`config.mk`:
```
export PLATFORM = sky130hd
export DESIGN_NAME = dmem_arbiter
export DESIGN_NICKNAME = d
export VERILOG_FILES = /design/src/rtl/cpu_mem_pkg.sv /design/src/rtl/dmem_arbiter_rr_arb2.sv /design/src/rtl/dmem_arbiter.sv
export SDC_FILE = /design/constraint.sdc
export NUM_CORES = 1
export LEC_CHECK = 0
export ABC_AREA = 1
export CAP_MARGIN = 5
export CORE_AREA = 2 2 209 211
export DETAILED_ROUTE_END_ITERATION = 16
export DIE_AREA = 0 0 211 213
export SLEW_MARGIN = 20
export SYNTH_ARGS = -nofsm -noshare
export SYNTH_HDL_FRONTEND = slang
export SYNTH_SLANG_ARGS = --single-unit
```
`constraint.sdc`:
```
create_clock -name clk -period 4.8 [get_ports clk]
set_input_delay 0.96 -clock clk [delete_from_list [all_inputs] [get_ports clk]]
set_output_delay 0.96 -clock clk [all_outputs]
set_load 0.01 [all_outputs]
```
`src/rtl/cpu_mem_pkg.sv`:
```
// Shared types and helpers for the data-memory arbiter.
package cpu_mem_pkg;

  // Access sequencer states.
  typedef enum logic [1:0] {
    IDLE  = 2'd0,
    ISSUE = 2'd1,
    WAIT  = 2'd2,
    DONE  = 2'd3
  } arb_state_t;

  // Legal transfer sizes in bytes.
  localparam logic [3:0] XFER_B = 4'd1;
  localparam logic [3:0] XFER_H = 4'd2;
  localparam logic [3:0] XFER_W = 4'd4;
  localparam logic [3:0] XFER_D = 4'd8;

  // A transfer is legal when its size is a supported power of two and the
  // byte address is naturally aligned to that size. Only the three low
  // address bits can affect alignment for sizes up to 8.
  function automatic logic size_legal(input logic [3:0] size, input logic [2:0] addr_lo);
    logic ok;
    case (size)
      XFER_B:  ok = 1'b1;
      XFER_H:  ok = (addr_lo[0] == 1'b0);
      XFER_W:  ok = (addr_lo[1:0] == 2'b00);
      XFER_D:  ok = (addr_lo == 3'b000);
      default: ok = 1'b0;
    endcase
    return ok;
  endfunction

endpackage

```
`src/rtl/dmem_arbiter_rr_arb2.sv`:
```
// Two-way round-robin picker: a lone requester wins; on contention the port
// that was not granted last wins.
module rr_arb2 (
  input  logic [1:0] req,
  input  logic       last,
  output logic [1:0] gnt,
  output logic       valid
);

  // Pick a one-hot grant from the current requests and the last winner.
  always_comb begin
    gnt = 2'b00;
    case (req)
      2'b01:   gnt = 2'b01;
      2'b10:   gnt = 2'b10;
      2'b11:   gnt = last ? 2'b01 : 2'b10;
      default: gnt = 2'b00;
    endcase
  end

  assign valid = |req;

endmodule

```
`src/rtl/dmem_arbiter.sv`:
```
// Data-memory arbiter: shares the single-ported datamem between the CPU
// load/store path (port 0) and the DMA/loader (port 1). Each access runs
// IDLE -> ISSUE -> WAIT (MEM_LAT cycles) -> DONE; illegal accesses skip
// straight from IDLE to DONE with err_o set and never touch the memory.
module dmem_arbiter
  import cpu_mem_pkg::*;
#(
  parameter int ADDR_W  = 64,
  parameter int DATA_W  = 64,
  parameter int MEM_LAT = 1
) (
  input  logic                   clk,
  input  logic                   reset,
  input  logic [1:0]             req_i,
  input  logic [1:0]             we_i,
  input  logic [1:0][ADDR_W-1:0] addr_i,
  input  logic [1:0][DATA_W-1:0] wdata_i,
  input  logic [1:0][3:0]        size_i,
  output logic [1:0]             ack_o,
  output logic                   err_o,
  output logic [DATA_W-1:0]      rdata_o,
  output logic                   busy_o,
  output logic [ADDR_W-1:0]      mem_address,
  output logic                   mem_write_en,
  output logic                   mem_read_en,
  output logic [DATA_W-1:0]      mem_write_data,
  output logic [3:0]             mem_xfer_size,
  input  logic [DATA_W-1:0]      mem_read_data
);

  // WAIT counts down from MEM_LAT-1 to zero, so it lasts MEM_LAT cycles.
  localparam logic [2:0] LAT_M1 = 3'(MEM_LAT - 1);

  arb_state_t        state_q, state_d;
  logic              ptr_q, ptr_d;       // last granted port
  logic              gidx_q, gidx_d;     // port owning the current access
  logic              we_q, we_d;
  logic [ADDR_W-1:0] addr_q, addr_d;
  logic [DATA_W-1:0] wdata_q, wdata_d;
  logic [3:0]        size_q, size_d;
  logic [2:0]        cnt_q, cnt_d;
  logic [DATA_W-1:0] rdata_q, rdata_d;
  logic [1:0]        ack_q, ack_d;
  logic              err_q, err_d;
  logic              busy_q, busy_d;
  logic              mem_we_q, mem_we_d;
  logic              mem_re_q, mem_re_d;

  logic [1:0]        arb_gnt_s;
  logic              arb_valid_s;
  logic              gsel_s;

  rr_arb2 u_rr_arb2 (
    .req   (req_i),
    .last  (ptr_q),
    .gnt   (arb_gnt_s),
    .valid (arb_valid_s)
  );

  assign gsel_s = arb_gnt_s[1];

  // Next-state, payload latch, latency counter and response computation.
  always_comb begin
    state_d = state_q;
    ptr_d   = ptr_q;
    gidx_d  = gidx_q;
    we_d    = we_q;
    addr_d  = addr_q;
    wdata_d = wdata_q;
    size_d  = size_q;
    cnt_d   = cnt_q;
    rdata_d = rdata_q;
    ack_d   = 2'b00;
    err_d   = 1'b0;
    case (state_q)
      IDLE: begin
        if (arb_valid_s) begin
          // Latch the winner's payload; the other port is ignored until DONE.
          ptr_d   = gsel_s;
          gidx_d  = gsel_s;
          we_d    = we_i[gsel_s];
          addr_d  = addr_i[gsel_s];
          wdata_d = wdata_i[gsel_s];
          size_d  = size_i[gsel_s];
          if (size_legal(size_i[gsel_s], addr_i[gsel_s][2:0])) begin
            state_d = ISSUE;
          end else begin
            state_d = DONE;
            ack_d   = arb_gnt_s;
            err_d   = 1'b1;
          end
        end else begin
          state_d = IDLE;
        end
      end
      ISSUE: begin
        state_d = WAIT;
        cnt_d   = LAT_M1;
      end
      WAIT: begin
        if (cnt_q == 3'd0) begin
          state_d = DONE;
          ack_d   = gidx_q ? 2'b10 : 2'b01;
          if (!we_q) begin
            rdata_d = mem_read_data;
          end else begin
            rdata_d = rdata_q;
          end
        end else begin
          cnt_d = cnt_q - 3'd1;
        end
      end
      DONE: begin
        state_d = IDLE;
      end
      default: begin
        state_d = IDLE;
      end
    endcase
    // Enables are registered and only ever high for the single ISSUE cycle.
    mem_we_d = (state_d == ISSUE) && we_d;
    mem_re_d = (state_d == ISSUE) && !we_d;
    busy_d   = (state_d != IDLE);
  end

  // State and output registers; reset abandons any in-flight access.
  always_ff @(posedge clk or negedge reset) begin
    if (!reset) begin
      state_q  <= IDLE;
      ptr_q    <= 1'b1;
      gidx_q   <= 1'b0;
      we_q     <= 1'b0;
      addr_q   <= '0;
      wdata_q  <= '0;
      size_q   <= 4'd0;
      cnt_q    <= 3'd0;
      rdata_q  <= '0;
      ack_q    <= 2'b00;
      err_q    <= 1'b0;
      busy_q   <= 1'b0;
      mem_we_q <= 1'b0;
      mem_re_q <= 1'b0;
    end else begin
      state_q  <= state_d;
      ptr_q    <= ptr_d;
      gidx_q   <= gidx_d;
      we_q     <= we_d;
      addr_q   <= addr_d;
      wdata_q  <= wdata_d;
      size_q   <= size_d;
      cnt_q    <= cnt_d;
      rdata_q  <= rdata_d;
      ack_q    <= ack_d;
      err_q    <= err_d;
      busy_q   <= busy_d;
      mem_we_q <= mem_we_d;
      mem_re_q <= mem_re_d;
    end
  end

  assign ack_o          = ack_q;
  assign err_o          = err_q;
  assign rdata_o        = rdata_q;
  assign busy_o         = busy_q;
  assign mem_address    = addr_q;
  assign mem_write_en   = mem_we_q;
  assign mem_read_en    = mem_re_q;
  assign mem_write_data = wdata_q;
  assign mem_xfer_size  = size_q;

endmodule
```
==> metrics.md, run 1 <==
| Metric | Value |
|---|---|
| Worst path max stage delay | `around 0.70 ns` |
| IO Pins | `536` |
| DRT iter0 DRCs | `469` |
| Seq cells post-synth | `210` |
| Sequential power share | `about a third` |
| Sequential area share after synthesis | `58.2%` |
| Drt first pass iters | `4` |
| Wire length per cell | `17.8 µm` |
| Die Y-Extent | `~210 µm` |
| Post CTS Setup Buffer Count | `0` |
| Psw | `roughly 0.0033 W` |
| Met2 wire length | `17,100 µm` |
| Leading area contributor after synthesis | `dfrtp_1` |
| CP endpoint kind | `register` |
| Die X | `211 µm` |
| Critical-path cell list | `clkdlybuf4s50_1 -> nand2_8 -> inv_4 -> buf_12 -> o21ai_0 -> o21ai_0` |
| Yosys top cell area share | `57.9%` |
| Setup TNS | `0 ns` |
| Synth unique cells | `27` |
| Pwr per Cell Area | `608 mW/mm²` |
| Pwr Total | `~0.0095 W` |
| Clock power share | `19.8%` |
| Fmax | `339 MHz` |
| Arr. time, crit path | `3.39 ns` |
| Syn-to-layout area delta | `73.5%` |
| R2R Setup Slk | `2.43 ns` |
| Tot GR Track Use | `about 15%` |
| Cell Rows | `76` |
| Number of diodes | `0` |
| Filler Cell Count | `4,313` |
| Critical path class | `in2reg` |
| Leading cell type in the layout, fill and taps excluded | `clkdlybuf4s50_1` |
| Slowest cell on crit path | `clkdlybuf4s50_1` |
| Hold slack | `~0.45 ns` |
| First-pass GRT wire length | `52,500 µm` |
| Port Buffers | `approximately 540` |
| Leak Pwr | `6.50 nW` |
| Global placer's final weighted congestion | `0.782` |
| Vias in the first global route | `8,897` |
| Switching share of total power | `about a third` |
| Core area | `0.0427 mm²` |
| Layout cells sized above 1 | `8.11%` |
| Least-Margin Pin Slew | `0.851 ns` |
| H-tree Lvls | `1` |
| CTS tree | `done` |
| Skew-Pair Late Insertion Delay | `0.54 ns` |
| CTS sink cnt | `210` |
| Syn_area_per_cell | `9.56 µm²` |
| Synthesized Nets | `approximately 1,300` |
| Final cell count without fillers | `2,014` |
| Warnings from Yosys | `0` |
| Initial antenna violation count | `0` |
| Reg2reg path depth | `7` |
| Post-Route M1 WL | `14,200 µm` |
| Hold Buf Count CTS | `0` |
| Peak VDD IR | `0.000295 V` |
| Crit path required time | `roughly 5.2 ns` |
| Total die area | `0.0449 mm²` |
| Fin crit share | `approximately 61%` |
| WL final | `about 36,000 µm` |
| Post-route ant nets | `0` |
| CP max FO | `76` |
| DRC viols | `0` |
| Fin util | `36.7%` |
| Placed cells | `1,972` |
| WL met3 | `3410 µm` |
| GR Overflow Total | `0` |
| Post-cts resize count | `0` |
| Max-cap violations | `0` |
| Via/cell ratio | `4.35` |
| Commonest cells after routing, fill and taps aside | `534 x clkdlybuf4s50_1, 234 x o21ai_0, 209 x dfrtp_1` |
| Clock slew at reported path FFs | `0.06 ns` |
| Starting density of the core | `between 20% and 30%` |
| CTS buffer count | `25` |
| Setup Skew | `0.0146 ns` |
| Final min period | `2.95 ns` |
| Worst slew margin relative to its limit | `43.1%` |
| Vias after detailed routing | `8,769` |
| Placed wire-length estimate | `25,800 µm` |
| RSZ-0062 raised after global routing | `false` |
| Worst min path class | `in2async` |
| Syn Std Cell Area | `0.00904 mm²` |
| Largest cells by area after synthesis | `dfrtp_1 58%, o21ai_0 13%, mux2_2 8.0%, nand2_1 6.7%, nor2_1 5.6%` |
| Reg2reg end | `rdata_o[52]` |
| Pin count of the biggest net entering global routing | `135` |
| CTS root buffer | `clkbuf_16` |
| Finish-stage setup viols | `0` |
| Worst r2r src | `cnt_q[0]` |
| Top routing layer used | `met4` |
| Outcome | `complete, no violations` |
| Pint | `0.00622 W` |
| Slew Limit Fails | `0` |
| Critical Path Start Type | `primary input` |
| Combinational power share | `47.2%` |
| Syn Inst Count | `about 950` |
| CTS max path bufs | `3` |
| Final Hold Violating Endpoints | `0` |
| Final nets | `1,792` |
| Most Frequent Cell on Critical Path | `o21ai_0` |
==> synthesized netlist by cell type <==
cell / n
o21ai_0: 234
dfrtp_1: 209
nand2_1: 162
nor2_1: 134
mux2_2: 64
clkbuf_1: 33
o21ai_1: 26
inv_1: 21
buf_2: 20
buf_4: 6
ha_1: 5
nand3_1: 5
a31oi_1: 4
buf_6: 4
o22ai_1: 3
inv_2: 2
nand2_2: 2
nand3b_1: 2
a21oi_1: 1
dfstp_2: 1
nand2_4: 1
nand2_8: 1
nand3_2: 1
nor2_2: 1
nor2_8: 1
o21ai_2: 1
xnor2_1: 1
==> kinds of logic after synthesis <==
family                     synth area share, %
DFF                                       58.2
xor gates and xnor gates                0.0969
adders and majority gates                0.692
and+or+nand+nor                           13.6
buffers and inverters                     4.43
muxes                                     7.97
AOI/OAI and AO/OA                         15.0
==> cell type report <==
type | count | area [µm²] | share of cell area [%]
inverter | 23 | 91.3 | 0.582
clock inverter | 4 | 70.1 | 0.447
sequential | 210 | 5260 | 33.5
tap | 546 | 683 | 4.36
multi-input combinational | 649 | 3380 | 21.6
clock buffer | 38 | 724 | 4.62
timing repair buffer | 544 | 5480 | 34.9
==> layer usage <==
metal  global-route usage, %  vias to the layer above
met3                    5.32                       58
li1                        -                     4160
met1                    17.4                     4154
met5                       0                        -
met4                    5.29                        0
met2                    25.8                      397
==> through the flow <==
step,setup slack [ns],cell area [µm²]
after CTS,1.83,15700
after detailed placement,1.27,14900
final,1.85,15700
after floorplan,2.87,9040
after global routing,1.64,15700
after global placement,1.35,14900
==> critical path, delay by kind of cell <==
family                 cells  cell delay [ns]
buffers and inverters      3             1.63
AND/OR/NAND/NOR            1             0.36
AO/OA/AOI/OAI              2             0.33
==> worst max path at each step <==
stage | start | endpoint | slack (ns) | cells after the start
finish | req_i[1] | mem_write_data[5] | 1.85 | 6
global route | req_i[1] | mem_address[41] | 1.64 | 6
CTS | req_i[1] | mem_write_data[5] | 1.83 | 6
detailed placement | req_i[1] | mem_write_data[5] | 1.27 | 6
global placement | req_i[1] | mem_address[54] | 1.35 | 6
floorplan | req_i[1] | mem_read_en | 2.87 | 8
==> sequential cells by signal, summed over array words and instances (netlist names) <==
name / cells
busy_o: 1
mem_read_en: 1
gidx_q: 1
rdata_o: 64
mem_xfer_size: 4
ack_o: 2
err_o: 1
mem_write_data: 64
mem_address: 64
state_q: 2
cnt_q: 3
ptr_q: 1
we_q: 1
mem_write_en: 1
==> power groups by stage <==
stage | sequential (W) | combinational [W] | clock [W]
after floorplan | 0.00352 | 0.00156 | 0
after global placement | 0.00313 | 0.00453 | 0
after detailed placement | 0.00316 | 0.00458 | 0
after CTS | 0.00315 | 0.00458 | 0.00196
after global routing | 0.00325 | 0.00491 | 0.00203
final | 0.00314 | 0.00451 | 0.00189
Power figures use the tool's default switching activity.
==> run 2, diff against run 1 <==
--- a/config.mk
+++ b/config.mk
@@ -7,9 +7,9 @@
 export LEC_CHECK = 0
 export ABC_AREA = 1
 export CAP_MARGIN = 5
-export CORE_AREA = 2 2 209 211
+export CORE_AREA = 2 2 211 213
 export DETAILED_ROUTE_END_ITERATION = 16
-export DIE_AREA = 0 0 211 213
+export DIE_AREA = 0 0 213 215
 export SLEW_MARGIN = 20
 export SYNTH_ARGS = -nofsm -noshare
 export SYNTH_HDL_FRONTEND = slang
==> constraint.sdc (replaced) <==
create_clock -name clk -period 2.8 [get_ports clk]
set_input_delay 0.56 -clock clk [delete_from_list [all_inputs] [get_ports clk]]
set_output_delay 0.56 -clock clk [all_outputs]
set_load 0.01 [all_outputs]
==> metrics.md, run 2 (synthesized netlist as in run 1, its figures left out) <==
| Metric | Value |
|---|---|
| Fmax | `roughly 480 MHz` |
| Peak VDD IR | `~0.0005 V` |
| R2R Setup Slk | `~0.83 ns` |
| Sequential power share | `32.4%` |
| Critical path origin | `ack_o[0]` |
| Cell Rows | `77` |
| Placed wire-length estimate | `approximately 26,000 µm` |
| Reg2reg end | `rdata_o[36]` |
| GR Overflow Total | `0` |
| Global placer's final weighted congestion | `0.788` |
| Port Buffers | `about 540` |
| Initial antenna violation count | `3` |
| CTS root buffer | `clkbuf_16` |
| Critical path class | `reg2out` |
| Total die area | `0.0458 mm²` |
| Via/cell ratio | `around 4.3` |
| Worst min path class | `reg2reg` |
| Reg2reg path depth | `7` |
| Worst path max stage delay | `0.66 ns` |
| Die X | `213 µm` |
| DRT iter0 DRCs | `474` |
| Slowest cell on crit path | `clkdlybuf4s50_1` |
| Layout cells sized above 1 | `9.35%` |
| Final min period | `2.09 ns` |
| RSZ-0062 raised after global routing | `false` |
| Leading cell type in the layout, fill and taps excluded | `clkdlybuf4s50_1` |
| Combinational power share | `47.1%` |
| CTS max path bufs | `3` |
| Vias in the first global route | `9,221` |
| DRC viols | `0` |
| Setup WS post-layout | `0.705 ns` |
| CTS tree | `done` |
| Die Y-Extent | `215 µm` |
| Critical Path Start Type | `register` |
| Pint | `around 0.011 W` |
| Placed cells | `2,030` |
| Worst slew margin relative to its limit | `60.8%` |
| Least-Margin Pin Slew | `0.586 ns` |
| Syn-to-layout area delta | `77.4%` |
| Hold Buf Count CTS | `1` |
| Tot GR Track Use | `between 10% and 20%` |
| Wire length per cell | `17.1 µm` |
| Vias after detailed routing | `8,894` |
| Commonest cells after routing, fill and taps aside | `534 x clkdlybuf4s50_1, 234 x o21ai_0, 209 x dfrtp_1` |
| Multi-input gate area | `0.00338 mm²` |
| CTS sink cnt | `210` |
| Pwr per Cell Area | `1040 mW/mm²` |
| Post-route ant nets | `0` |
| Final cell count without fillers | `2,081` |
| WL final | `35,500 µm` |
| CTS buffer count | `26` |
| Leak Pwr | `6.65 nW` |
| Setup TNS | `0 ns` |
| DP Worst Slack | `about 0.34 ns` |
| Crit path buffers/inverters | `1` |
| Core area | `0.0436 mm²` |
| Largest delay contributor family on the critical path | `buffers and inverters` |
| Clock power share | `20.5%` |
| Clock slew at reported path FFs | `roughly 0.06 ns` |
| Fin crit share | `74.8%` |
| CP endpoint kind | `primary output` |
| Switching share of total power | `roughly 35%` |
| Slew Limit Fails | `0` |
| Skew-Pair Late Insertion Delay | `around 0.54 ns` |
| Starting density of the core | `20.7%` |
| Drt first pass iters | `4` |
| Psw | `0.00577 W` |
| Final Hold Violating Endpoints | `0` |
| H-tree Lvls | `1` |
| Max-cap violations | `0` |
| Filler Cell Count | `4,372` |
| IO Pins | `~540` |
| Critical-path cell list | `clkdlybuf4s50_1` |
| Post CTS Setup Buffer Count | `0` |
| Outcome | `complete, no violations` |
| Final nets | `1,806` |
| CP max FO | `1` |
| Register area | `0.00526 mm²` |
| Critical Path End | `ack_o[0]` |
| Pin count of the biggest net entering global routing | `73` |
| Crit path required time | `2.24 ns` |
| Finish-stage setup viols | `0` |
| Arr. time, crit path | `1.53 ns` |
| First-pass GRT wire length | `53,600 µm` |
| Setup Skew | `approximately 0.023 ns` |
| Post-cts resize count | `0` |
| Worst r2r src | `cnt_q[0]` |
| Crit path depth | `1` |
## run 2: changes by cell type in the layout (fill, tap and decap cells not counted), sizes merged
cell,before,now
clkinv,2,10
clkbuf,38,34
buf,10,22
diode,0,3
dlygate4sd3,0,1
bufinv,2,3
## run 2: area by class of cell
| type | count | share of cell area (%) |
|---|---|---|
| sequential | 210 | 32.8 |
| clock inverter | 13 | 0.897 |
| timing repair buffer | 557 | 35.5 |
| multi-input combinational | 649 | 21.1 |
| tap | 592 | 4.62 |
| antenna | 3 | 0.0468 |
| inverter | 23 | 0.570 |
| clock buffer | 34 | 4.50 |
## run 2: per-layer routing
metal	GRT usage (%)	wire length, µm
met5	0	0
met4	5.29	1170
met3	4.59	3440
met2	25.7	16900
met1	17.4	14000
## run 2: worst min-delay path by stage
| stage | cells after the start | from | endpoint |
|---|---|---|---|
| 2_1_floorplan | 0 | reset | ack_o[0] |
| 3_3_place_gp | 2 | mem_write_data[46] | mem_write_data[46] |
| 3_5_place_dp | 2 | mem_write_data[12] | mem_write_data[12] |
| 4_1_cts | 2 | mem_write_data[46] | mem_write_data[46] |
| 5_1_grt | 2 | mem_write_data[46] | mem_write_data[46] |
| 6_report | 2 | mem_write_data[12] | mem_write_data[12] |
## run 2: power by group through the flow
stage	sequential [W]	combinational (W)	clock (W)
finish	0.00542	0.00786	0.00342
global route	0.00560	0.00861	0.00367
CTS	0.00544	0.00801	0.00357
detailed placement	0.00546	0.00798	0
global placement	0.00540	0.00789	0
floorplan	0.00604	0.00267	0
## run 2: stage by stage
step	total power [W]	hold WS, ns	util, %	instance area [µm²]
floorplan	0.00871	0.264	-	9040
global placement	0.0133	0.465	34.7	15200
detailed placement	0.0134	0.471	34.7	15200
CTS	0.0170	0.486	36.7	16000
global route	0.0179	0.495	36.7	16000
finish	0.0167	0.479	36.7	16000
==> RTL change 1 (flow settings as in run 2) <==
Re-encode `arb_state_t` (4 states) as Gray code, 2 bits wide.
--- a/src/rtl/cpu_mem_pkg.sv
+++ b/src/rtl/cpu_mem_pkg.sv
@@ -3,10 +3,10 @@
 
   // Access sequencer states.
   typedef enum logic [1:0] {
-    IDLE  = 2'd0,
-    ISSUE = 2'd1,
-    WAIT  = 2'd2,
-    DONE  = 2'd3
+    IDLE  = 2'b00,
+    ISSUE = 2'b01,
+    WAIT  = 2'b11,
+    DONE  = 2'b10
   } arb_state_t;
 
   // Legal transfer sizes in bytes.
Behaviour: same outputs for any inputs over 4 cycles, from zero or initial values and one cycle with reset low; so few cycles prove little.
==> RTL change 1 against run 2 <==
  * Final area fell by 0.52%
  * Total power decreased by 3.1%
  * Setup slack worse by 0.0077 ns
  * Area after synthesis grew 1.3%
  * Routed wire length grew 0.47%
  * Sequential cell count is the same
  * Critical path type unchanged
  * Non-clock buffer count down 6
  * Count of clock-buffer cells in the layout increased by 6
==> RTL change 1: results (changes against run 2) <==
.. list-table::
   :header-rows: 1

   * - Metric
     - Value
   * - Sequential share of cell area
     - 33.0% (+0.17 points)
   * - Top cell types by occurrence after synthesis
     - sky130_fd_sc_hd__o21ai_0, sky130_fd_sc_hd__dfrtp_1, sky130_fd_sc_hd__nand2_1, sky130_fd_sc_hd__nor2_1, sky130_fd_sc_hd__mux2_2
   * - Depth of the worst register-to-register path
     - 6 (-1)
   * - Outcome
     - completed
   * - Final hold slack
     - 0.0215 ns (-0.457 ns)
   * - Multi-input combinational gate total
     - 654 (+0.77%)
   * - Portion of the post-synthesis area used by sequential elements
     - 57.4% (-0.77 points)
   * - Area of placed instances
     - 0.0152 mm² (about the same)
   * - GRT Resource Usage Total
     - 15.0% (+0.077 points)
   * - Count of clock-net buffers in the final layout
     - 40 (+18%)
   * - Headroom to the max-slew limit
     - 58.8% (-2.0 points)
   * - Layout cell share with drive strength beyond 1
     - 9.43% (+0.080 points)
   * - Largest voltage drop on the vdd net
     - 0.477 mV (-4.6%)
   * - Worst setup skew after layout
     - 0.00894 ns (-0.0143 ns)
   * - Post-route design area
     - 0.0160 mm² (-0.52%)
   * - Finished Layout Cells
     - 2077 (-0.19%)
   * - First element of the critical path
     - mem_address[17]
   * - Multi-input gate share of the layout cell area
     - 21.6% (+0.53 points)
   * - Area fraction of clock buffers and clock inverters
     - 4.96% (-0.44 points)
   * - Number of global-route vias before repair
     - 9256 (+0.38%)
   * - Detailed Route Iter0 Violations
     - 365 (-23%)
   * - RD Place Congestion
     - 0.786 (-0.30%)
   * - Vias
     - 8880 (-0.16%)
   * - Hpwl dp
     - 26400 µm (about the same)
   * - Count of non-CTS inverters in the layout
     - 24 (+4.3%)
   * - Worst setup path endpoint
     - mem_address[17]
   * - Maximum number of pins on one net before global-route repair
     - 83 (+14%)
   * - Avg Inst Size Synth
     - 9.61 µm² (+0.49%)
   * - Static power due to leakage
     - 6.53 nW (-1.8%)
   * - Post-synthesis xor/xnor area fraction
     - 0.0956% (-0.0013 points)
   * - Filler cell count
     - 4440 (+1.6%)
   * - R2r startpoint
     - ptr_q
   * - Post-placement cell count
     - 2031 (+0.049%)
   * - Peak per-stage delay on the critical path
     - 0.59 ns (-0.07 ns)
   * - Path category of the worst min-delay check
     - input port to async pin
## RTL change 1: cell count changes after synthesis, sizes merged
cell    delta
clkbuf    -14
buf       +16
o22ai      -1
ha         +1
inv        +1
nor2       +1
a31oi      -2
o21ai      +4
a21oi      +4
nand2      -6
nor2b      +1
nand3      +3
## RTL change 1: power breakdown
part | internal (mW) | switching [mW] | leakage [nW]
clock network | 1.92 | 1.28 | 0.384
logic | 4.09 | 3.50 | 3.63
registers | 4.57 | 0.834 | 2.52
## RTL change 1: per-layer routing
| layer | track usage, % | part of all wire [%] | up-vias |
|---|---|---|---|
| met5 | 0 | 0.036 | - |
| met4 | 6.13 | 3.7 | 2 |
| met3 | 4.97 | 9.8 | 70 |
| met2 | 25.8 | 48 | 422 |
| met1 | 17.0 | 38 | 4188 |
| li1 | - | - | 4198 |
==> RTL change 2 (settings of run 2) <==
Made on the original files. Set the parameter `ADDR_W` to 128 (it was 64).
--- a/src/rtl/dmem_arbiter.sv
+++ b/src/rtl/dmem_arbiter.sv
@@ -5,7 +5,7 @@
 module dmem_arbiter
   import cpu_mem_pkg::*;
 #(
-  parameter int ADDR_W  = 64,
+  parameter int ADDR_W  = 128,
   parameter int DATA_W  = 64,
   parameter int MEM_LAT = 1
 ) (
Interface: changed (resized addr_i and mem_address); port bits go from 536 to 728. The function was not compared with the original's and may differ.
==> RTL change 2 against run 2 <==
  * Count of clock-buffer cells in the layout is 15 higher
  * Die area unchanged
  * Routed wire length grew 59%
  * Final area up 31%
  * Setup slack worse by 0.10 ns
  * Area after synthesis rose by 31%
  * First-iteration DRC count grew 81%
  * Combinational power rose by 37%
  * Sequential cell count is 64 higher
  * Register-to-register slack lost 0.07 ns
  * Total power is 32% higher
  * Utilization grew 11 points
  * Hold slack gained 0.0036 ns
  * Maximum frequency shrank 4.8%
  * Critical path type unchanged
  * Critical endpoint is now mem_write_data[60]
==> RTL change 2: results (changes against run 2) <==
.. list-table::
   :header-rows: 1

   * - Metric
     - Value
   * - Global-route wire length before repair
     - 83400 µm (+56%)
   * - Crit path max fanout
     - 2 (+1)
   * - Top cell types by occurrence after synthesis
     - sky130_fd_sc_hd__o21ai_0, sky130_fd_sc_hd__dfrtp_1, sky130_fd_sc_hd__nand2_1, sky130_fd_sc_hd__nor2_1, sky130_fd_sc_hd__o21ai_1
   * - CTS buffer count
     - 34 (+31%)
   * - GRT Resource Usage Total
     - 24.5% (+9.5 points)
   * - Met3 Use GR
     - 5.68% (+1.1 points)
   * - Synthesized netlist cell count
     - 1294 (+37%)
   * - Post-placement cell count
     - 2559 (+26%)
   * - WL per Instance
     - 21.6 µm (+27%)
   * - Transition time at the pin with the least slew margin
     - 0.707 ns (+0.121 ns)
   * - Depth of the worst register-to-register path
     - 8 (+1)
   * - Setup slack of the critical path after layout
     - 0.601 ns (-0.105 ns)
   * - Largest voltage drop on the vdd net
     - 0.499 mV (-0.16%)
   * - Static power due to leakage
     - 8.76 nW (+32%)
   * - Worst setup skew after layout
     - 0.0161 ns (-0.00713 ns)
   * - Hpwl dp
     - 43500 µm (+64%)
   * - Met2 GRT Util
     - 43.5% (+18 points)
   * - Biggest area contributors in the synthesized netlist
     - sky130_fd_sc_hd__dfrtp_1, sky130_fd_sc_hd__o21ai_0, sky130_fd_sc_hd__nand2_1
   * - First element of the critical path
     - mem_write_data[60]
   * - Wire length on met2
     - 29400 µm (+74%)
   * - RD Place Congestion
     - 0.930 (+18%)
   * - Detailed Route Iter0 Violations
     - 856 (+81%)
   * - Synthesized net count
     - 1761 (+37%)
   * - Area of placed instances
     - 0.0200 mm² (+32%)
   * - Worst Hold Launch
     - mem_write_data[23]
   * - Number of global-route vias before repair
     - 12900 (+40%)
   * - Final nets
     - 2471 (+37%)
   * - Met3 routed wirelength
     - 4160 µm (+21%)
   * - Count of TritonRoute iterations in the first routing pass
     - 5 (+1)
   * - Worst EP arrival
     - 1.64 ns (+0.11 ns)
   * - Number of levels in the clock H-tree
     - 2 (+1)
   * - Wl on met1
     - 21300 µm (+52%)
   * - Worst setup path endpoint
     - mem_write_data[60]
   * - Antenna violations before repair
     - 9 (+6)
   * - Met1 Usage GRT
     - 28.0% (+11 points)
   * - Portion of the post-synthesis area used by sequential elements
     - 57.7% (-0.42 points)
   * - Port bufs
     - 727 (+36%)
   * - Outcome
     - completed
   * - Worst slack at placement
     - 0.299 ns (-0.0452 ns)
   * - Max layer used
     - met5
   * - R2r endpoint
     - mem_write_data[24]
   * - Filler cell count
     - 4183 (-4.3%)
   * - R2r startpoint
     - state_q[0]
   * - Peak per-stage delay on the critical path
     - 0.70 ns (+0.04 ns)
## RTL change 2: cell types whose count changed in the layout (fill, tap and decap cells not counted), sizes merged, moves of 15 or more
| cell | run 2 | this run |
|---|---|---|
| buf | 22 | 39 |
| clkbuf | 34 | 49 |
| clkdlybuf4s50 | 534 | 726 |
| nand2 | 166 | 230 |
| nor2 | 136 | 200 |
| dfrtp | 209 | 273 |
| o21ai | 261 | 389 |
## RTL change 2: how the worst min path moves through the flow
stage	end	slack (ns)	cells after the start
after floorplan	ack_o[0]	0.26	0
after global placement	mem_address[77]	0.46	2
after detailed placement	mem_write_data[20]	0.47	2
after CTS	mem_write_data[20]	0.49	2
after global routing	ack_o[0]	0.51	1
final	mem_write_data[23]	0.48	2
## RTL change 2: area by class of cell
class | instances | area (µm²) | share of cell area [%]
Sequential cell | 274 | 6860 | 32.6
Tap cell | 592 | 741 | 3.53
Clock inverter | 6 | 40.0 | 0.191
Inverter | 23 | 93.8 | 0.447
Multi-Input combinational cell | 905 | 4500 | 21.4
Timing Repair Buffer | 766 | 7780 | 37.0
Antenna cell | 7 | 17.5 | 0.0834
Clock buffer | 49 | 978 | 4.66
## RTL change 2: repair_timing
item | CTS | global route
setup endpoints to repair | 0 | 0
resized for setup | 0 | 0
hold buffers | 1 | 0
hold endpoints to repair | 5 | 0
## RTL change 2: power breakdown
group	switching (mW)	internal [mW]
combinational	5.18	5.61
sequential	1.10	5.98
clock	1.74	2.42
total	8.01	14.0
## RTL change 2: cell families after synthesis
| group | Yosys count | share of synthesized area (%) |
|---|---|---|
| compound gates | 397 | 16.9 |
| flops | 274 | 57.7 |
| simple gates | 438 | 14.2 |
| fa+ha+maj | 5 | 0.527 |
| buf+inv | 115 | 4.51 |
| xor+xnor | 1 | 0.0737 |
| mux | 64 | 6.07 |
